--- config.mk ---
export PLATFORM = sky130hd
export DESIGN_NAME = ps2_tx_flat
export DESIGN_NICKNAME = d
export VERILOG_FILES = /design/src/rtl/ps2_tx_if.sv /design/src/rtl/ps2_tx.sv /design/src/flat_wrapper.sv
export SDC_FILE = /design/constraint.sdc
export NUM_CORES = 1
export LEC_CHECK = 0
export BUFFER_PORTS_ARGS = -buffer_cell sky130_fd_sc_hd__clkbuf_2
export CAP_MARGIN = 30
export CELL_PAD_IN_SITES_DETAIL_PLACEMENT = 1
export CELL_PAD_IN_SITES_GLOBAL_PLACEMENT = 1
export CORE_AREA = 4 4 88 90
export CTS_CLUSTER_DIAMETER = 60
export DETAILED_ROUTE_END_ITERATION = 8
export DIE_AREA = 0 0 92 94
export GPL_ROUTABILITY_DRIVEN = 1
export PLACE_DENSITY = 0.94
export SKIP_LAST_GASP = 1
export SLEW_MARGIN = 20
export SYNTH_ARGS = -nofsm -noshare
export SYNTH_HDL_FRONTEND = slang
export SYNTH_SLANG_ARGS = --single-unit
--- constraint.sdc ---
create_clock -name clk -period 6.1 [get_ports clk]
set_input_delay 1.22 -clock clk [delete_from_list [all_inputs] [get_ports clk]]
set_output_delay 1.22 -clock clk [all_outputs]
set_load 0.02 [all_outputs]
--- src/rtl/ps2_tx_if.sv ---
// Host-to-device PS/2 transmit bundle: command handshake, sampled line levels
// and open-drain enables.
`timescale 1ns/1ps

interface ps2_tx_if;
    logic       tx_start;
    logic [7:0] tx_data;
    logic       ps2c_in;
    logic       ps2d_in;
    logic       ps2c_oe;
    logic       ps2d_oe;
    logic       busy;
    logic       tx_done;
    logic       tx_err;

    modport master (
        output tx_start, tx_data, ps2c_in, ps2d_in,
        input  ps2c_oe, ps2d_oe, busy, tx_done, tx_err
    );

    modport slave (
        input  tx_start, tx_data, ps2c_in, ps2d_in,
        output ps2c_oe, ps2d_oe, busy, tx_done, tx_err
    );
endinterface

--- src/rtl/ps2_tx.sv ---
// PS/2 host transmitter: inhibits the bus, issues request-to-send, shifts a
// command byte out on device clock edges and checks the device acknowledge.
`timescale 1ns/1ps

module ps2_tx #(
    parameter int INHIBIT_CYC = 5000,
    parameter int TIMEOUT_CYC = 1000000,
    parameter int FILT_LEN    = 8
) (
    input  logic      clk,
    input  logic      rst,
    ps2_tx_if.slave   io_ps2
);

    localparam int INH_W = $clog2(INHIBIT_CYC + 1);
    localparam int TO_W  = $clog2(TIMEOUT_CYC + 1);
    localparam int BIT_W = $clog2(10 + 1);

    localparam logic [2:0] ST_IDLE     = 3'd0;
    localparam logic [2:0] ST_INHIBIT  = 3'd1;
    localparam logic [2:0] ST_SEND     = 3'd2;
    localparam logic [2:0] ST_ACK      = 3'd3;
    localparam logic [2:0] ST_WAIT_REL = 3'd4;

    logic [FILT_LEN-1:0] r_filt_sh;
    logic                r_filt;
    logic [2:0]          r_state;
    logic [9:0]          r_frame;
    logic [BIT_W-1:0]    r_bit_cnt;
    logic [INH_W-1:0]    r_inh_cnt;
    logic [TO_W-1:0]     r_to_cnt;
    logic                r_ps2c_oe;
    logic                r_ps2d_oe;
    logic                r_busy;
    logic                r_tx_done;
    logic                r_tx_err;

    logic                w_fall;
    logic                w_inh_last;
    logic                w_to_hit;

    // The strobe fires in the single cycle where the full window is low but the
    // filtered level has not yet dropped.
    assign w_fall     = r_filt & (r_filt_sh == '0);
    assign w_inh_last = (r_inh_cnt == INH_W'(INHIBIT_CYC - 1));
    assign w_to_hit   = (r_to_cnt == TO_W'(TIMEOUT_CYC - 1));

    always_ff @(posedge clk) begin
        if (!rst) begin
            r_filt_sh <= '1;
            r_filt    <= 1'b1;
        end else begin
            r_filt_sh <= {r_filt_sh[FILT_LEN-2:0], io_ps2.ps2c_in};
            if (r_filt_sh == '0)
                r_filt <= 1'b0;
            else if (r_filt_sh == '1)
                r_filt <= 1'b1;
        end
    end

    always_ff @(posedge clk) begin
        if (!rst) begin
            r_state   <= ST_IDLE;
            r_frame   <= '0;
            r_bit_cnt <= '0;
            r_inh_cnt <= '0;
            r_to_cnt  <= '0;
            r_ps2c_oe <= 1'b0;
            r_ps2d_oe <= 1'b0;
            r_busy    <= 1'b0;
            r_tx_done <= 1'b0;
            r_tx_err  <= 1'b0;
        end else begin
            r_tx_done <= 1'b0;
            r_tx_err  <= 1'b0;
            case (r_state)
                ST_IDLE: begin
                    if (io_ps2.tx_start) begin
                        r_frame   <= {1'b1, ~^io_ps2.tx_data, io_ps2.tx_data};
                        r_bit_cnt <= '0;
                        r_inh_cnt <= '0;
                        r_ps2c_oe <= 1'b1;
                        r_busy    <= 1'b1;
                        r_state   <= ST_INHIBIT;
                    end
                end
                ST_INHIBIT: begin
                    if (w_inh_last) begin
                        r_ps2c_oe <= 1'b0;
                        r_ps2d_oe <= 1'b1;
                        r_to_cnt  <= '0;
                        r_state   <= ST_SEND;
                    end else begin
                        r_inh_cnt <= r_inh_cnt + INH_W'(1);
                    end
                end
                ST_SEND, ST_ACK, ST_WAIT_REL: begin
                    // Timeout wins over any line event so done/err stay exclusive.
                    if (w_to_hit) begin
                        r_ps2c_oe <= 1'b0;
                        r_ps2d_oe <= 1'b0;
                        r_tx_err  <= 1'b1;
                        r_busy    <= 1'b0;
                        r_state   <= ST_IDLE;
                    end else begin
                        r_to_cnt <= r_to_cnt + TO_W'(1);
                        if (r_state == ST_SEND) begin
                            if (w_fall) begin
                                r_ps2d_oe <= ~r_frame[r_bit_cnt];
                                r_bit_cnt <= r_bit_cnt + BIT_W'(1);
                                if (r_bit_cnt == BIT_W'(9))
                                    r_state <= ST_ACK;
                            end
                        end else if (r_state == ST_ACK) begin
                            if (w_fall) begin
                                if (!io_ps2.ps2d_in) begin
                                    r_state <= ST_WAIT_REL;
                                end else begin
                                    r_tx_err <= 1'b1;
                                    r_busy   <= 1'b0;
                                    r_state  <= ST_IDLE;
                                end
                            end
                        end else begin
                            if (r_filt && io_ps2.ps2d_in) begin
                                r_tx_done <= 1'b1;
                                r_busy    <= 1'b0;
                                r_state   <= ST_IDLE;
                            end
                        end
                    end
                end
                default: begin
                    r_ps2c_oe <= 1'b0;
                    r_ps2d_oe <= 1'b0;
                    r_busy    <= 1'b0;
                    r_state   <= ST_IDLE;
                end
            endcase
        end
    end

    assign io_ps2.ps2c_oe = r_ps2c_oe;
    assign io_ps2.ps2d_oe = r_ps2d_oe;
    assign io_ps2.busy    = r_busy;
    assign io_ps2.tx_done = r_tx_done;
    assign io_ps2.tx_err  = r_tx_err;

endmodule

--- src/flat_wrapper.sv ---
// flat-port wrapper written by rule: the top's interface ports become plain ports
module ps2_tx_flat 
#(
    parameter int INHIBIT_CYC = 5000,
    parameter int TIMEOUT_CYC = 1000000,
    parameter int FILT_LEN    = 8
)
  (clk, rst, io_ps2_tx_start, io_ps2_tx_data, io_ps2_ps2c_in, io_ps2_ps2d_in, io_ps2_ps2c_oe, io_ps2_ps2d_oe, io_ps2_busy, io_ps2_tx_done, io_ps2_tx_err);
  ps2_tx_if io_ps2_i ();
  input  logic clk;
  input  logic rst;
  input wire logic [$bits(io_ps2_i.tx_start)-1:0] io_ps2_tx_start;
  input wire logic [$bits(io_ps2_i.tx_data)-1:0] io_ps2_tx_data;
  input wire logic [$bits(io_ps2_i.ps2c_in)-1:0] io_ps2_ps2c_in;
  input wire logic [$bits(io_ps2_i.ps2d_in)-1:0] io_ps2_ps2d_in;
  output wire logic [$bits(io_ps2_i.ps2c_oe)-1:0] io_ps2_ps2c_oe;
  output wire logic [$bits(io_ps2_i.ps2d_oe)-1:0] io_ps2_ps2d_oe;
  output wire logic [$bits(io_ps2_i.busy)-1:0] io_ps2_busy;
  output wire logic [$bits(io_ps2_i.tx_done)-1:0] io_ps2_tx_done;
  output wire logic [$bits(io_ps2_i.tx_err)-1:0] io_ps2_tx_err;
  assign io_ps2_i.tx_start = io_ps2_tx_start;
  assign io_ps2_i.tx_data = io_ps2_tx_data;
  assign io_ps2_i.ps2c_in = io_ps2_ps2c_in;
  assign io_ps2_i.ps2d_in = io_ps2_ps2d_in;
  assign io_ps2_ps2c_oe = io_ps2_i.ps2c_oe;
  assign io_ps2_ps2d_oe = io_ps2_i.ps2d_oe;
  assign io_ps2_busy = io_ps2_i.busy;
  assign io_ps2_tx_done = io_ps2_i.tx_done;
  assign io_ps2_tx_err = io_ps2_i.tx_err;
  ps2_tx #(.INHIBIT_CYC(INHIBIT_CYC), .TIMEOUT_CYC(TIMEOUT_CYC), .FILT_LEN(FILT_LEN)) u_core (.clk(clk), .rst(rst), .io_ps2(io_ps2_i));
endmodule
==> results by group <==
Synth
  – Async set-reset flop share out of synthesis: 0
  – Synth Net Count: 423
  – Post-Synthesis Cells: 406
  – Post-synth cell types: 62
  – EDFF count, synth: 0
  – Cell Area, Synth: 3400 sq um
  – Synth Warn #: 0
  – Synth area leader: dfxtp_1
  – Yosys reg bits: 64
  – Seq/Total Area, Yosys: 0.377
  – Post-synth top area share: 0.377
  – Syn Area/Cell: 8.38 sq um
  – Top cells by area, synth: dfxtp_1, a21oi_1, nand2_1
  – Post-synth top flop: dfxtp_1

Clock tree
  – Clock Latency Late Sink: 0.36 ns
  – Clock sink count: 64
  – Number of post-CTS setup repair buffers: 0
  – H-tree levels: 3
  – Max clock buf depth: 2
  – CTS clk-pin slew, worst paths: 0.07 ns
  – CTS Root Cell: clkbuf_8
  – Post-CTS Hold Fix Bufs: 0
  – CTS tree: done
  – CTS resizes: 0
  – TritonCTS buffer count: 9

Global routing
  – Number of global-route vias before repair: 3302
  – First-pass GRT wire length: 16.3 mm
  – Global Route Usage Sum: 0.238
  – Initial antenna violation count: 0
  – Met2 Resource Use GR: 0.415
  – Top Usage Layer GRT: met2
  – Met3 Use GR: 0.0481
  – Met1 global-route usage: 0.277
  – Total grt overflow: 0
  – Largest net degree at the start of global routing: 23

Setup path
  – CP endpoint: u_core.r_state[2]
  – CP peak stage delay: 0.61 ns
  – Endpoint class of the critical path: register
  – R2r setup slk: 3.64 ns
  – Max FO, Critical Path: 22
  – Worst Setup SP: rst
  – Cell Chain, Critical Path: clkbuf_2 -> inv_1 -> or4_1 -> nor3b_1
  – R2r startpoint: u_core.r_state[2]
  – Critical path type: input port to register
  – Capturing point of the worst reg2reg path: u_core.r_to_cnt[9]
  – Crit path required time: 6.37 ns
  – Critical Path AT: 2.82 ns
  – R2R depth: 6
  – CP max stage cell: or4_1
  – CP startpoint kind: input port

Place
  – Placer Congestion: 0.876
  – Post-DP Area: 3530 sq um
  – Detail Placement HPWL: 6.50 mm
  – Placement Setup Slack: 3.22 ns
  – Port bufs: 17

Detailed routing
  – DR vias: 3270
  – Drt wl/cell: 18.8 um
  – Antenna-violating nets left: 0
  – DR iter-0 viols: 243
  – DRC: 0
  – Vias per cell: 6.31
  – Drt first pass iters: 4
  – WL final: 9.76 mm

Pwr
  – Switching power: 423 uW
  – Logic pwr share: 0.247
  – Total power: 1210 uW
  – Net Sw Frac: 0.350
  – Internal Power: 785 uW
  – Worst vdd ir: 0.000173 V
  – Leakage: 0.00130 uW
  – Pwr/cell area: 322 nW/um^2
  – Clock power frac: 0.347
  – Seq pwr share: 0.406

STA
  – RSZ-0062 raised after global routing: false
  – Setup Skew: 0.0158 ns
  – Fin. max-slew vios: 0
  – Max_slew headroom: 0.403
  – Min Tclk post-route: 2.55 ns
  – Final Cycle Share: 0.417
  – Worst Setup Slack, final: 3.55 ns
  – Final hold vios: 0
  – Fmax: 393 MHz
  – Post-route setup TNS: 0 ns
  – Final Setup Violations: 0
  – Pin slew with the least headroom to its limit: 0.896 ns

Die
  – Die Wd: 92 um
  – Starting density of the core: 0.482
  – I/O pin count: 18
  – Die area: 8650 sq um
  – Core Region: 7060 sq um
  – Site Rows: 31
  – Die Ht: 94 um

Final layout
  – Fin util: 0.531
  – Leading cell type in the layout, fill and taps excluded: dfxtp_1
  – Area Overhead vs Synth: 10.2%
  – Commonest non-fill, non-tap cells in the layout: dfxtp_1, nand2_1, a21oi_1, nor2_1
  – Nets: 431
  – Diodes inserted: 0
  – Share of cells above drive strength 1: 0.122
  – Design Area, Final: 3750 sq um
  – Fill count: 887

Outcome
  – Status: finished clean

Job
  – Max-Cap Viols: 0

Worst hold path
  – Worst Hold Class: register to register
## area by class of cell
type,count,area [sq um],area share
multi-input cells,315,2000,0.533
flip-flops and latches,64,1280,0.342
clock buffers,10,138,0.0367
well taps,99,124,0.0330
repair buffers,19,108,0.0287
clock inverters,6,82.6,0.0220
inverters,5,18.8,0.00501
## cell usage after synthesis (5+ instances only)
cell type	instances
dfxtp_1	64
xnor2_1	7
nor3_1	7
or4_1	18
o21ai_0	7
and3_1	9
nor2_1	27
and4_1	6
nand2b_1	12
nand2_1	45
o31ai_1	18
a21oi_1	45
inv_1	5
a31oi_1	6
clkbuf_1	13
buf_2	5
o21ai_1	5
nand3_1	16
nand4_1	11
## cells by family after synthesis
| group | count (synthesis) | synth area share |
|---|---|---|
| compound gates | 107 | 0.201 |
| xor+xnor | 9 | 0.0232 |
| fa+ha+maj | 4 | 0.0147 |
| buf+inv | 27 | 0.0372 |
| flops | 64 | 0.377 |
| mux | 6 | 0.0217 |
| simple gates | 189 | 0.326 |
## per-stage QoR
step / hold slack (ns) / std cells
after floorplan: 0.429 / 406
after global placement: 0.440 / 501
after detailed placement: 0.454 / 502
after CTS: 0.464 / 518
after global routing: 0.498 / 518
final: 0.466 / 518
## flip-flops by register name, summed over array words and instances, names as in the netlist
name                   count
u_core.r_bit_cnt           4
u_core.r_filt              1
u_core.io_ps2.tx_done      1
u_core.io_ps2.ps2c_oe      1
u_core.r_filt_sh           8
u_core.r_inh_cnt          13
u_core.io_ps2.tx_err       1
u_core.r_state             3
u_core.r_frame            10
u_core.io_ps2.busy         1
u_core.io_ps2.ps2d_oe      1
u_core.r_to_cnt           20
## power by group through the flow
stage / Combinational [uW] / Clock (uW) / Sequential (uW)
floorplan: 225 / 0 / 488
global placement: 267 / 0 / 497
detailed placement: 294 / 0 / 499
CTS: 297 / 427 / 489
global route: 331 / 443 / 497
finish: 299 / 419 / 490
## critical path: cells and delay by family
kind / cells / cell delay (ns)
buf+inv: 2 / 0.78
simple gates: 2 / 0.80
## metal layers
layer / part of all wire / wire length, um / vias up
met3: 0.043 / 423 / 30
met5: 0 / 0 / -
li1: - / - / 1548
met4: 0.033 / 325 / 0
met1: 0.42 / 4070 / 1608
met2: 0.51 / 4950 / 84
## worst min-delay path by stage
stage | start | end | slack (ns) | cells after the start
2_1_floorplan | u_core.r_frame[8] | u_core.r_frame[8] | 0.43 | 2
3_3_place_gp | u_core.r_frame[8] | u_core.r_frame[8] | 0.44 | 2
3_5_place_dp | u_core.r_frame[1] | u_core.r_frame[1] | 0.45 | 2
4_1_cts | u_core.r_frame[1] | u_core.r_frame[1] | 0.46 | 2
5_1_grt | u_core.r_frame[4] | u_core.r_frame[4] | 0.50 | 2
6_report | u_core.r_frame[4] | u_core.r_frame[4] | 0.47 | 2
No activity file was read; power rests on OpenSTA's default activity.
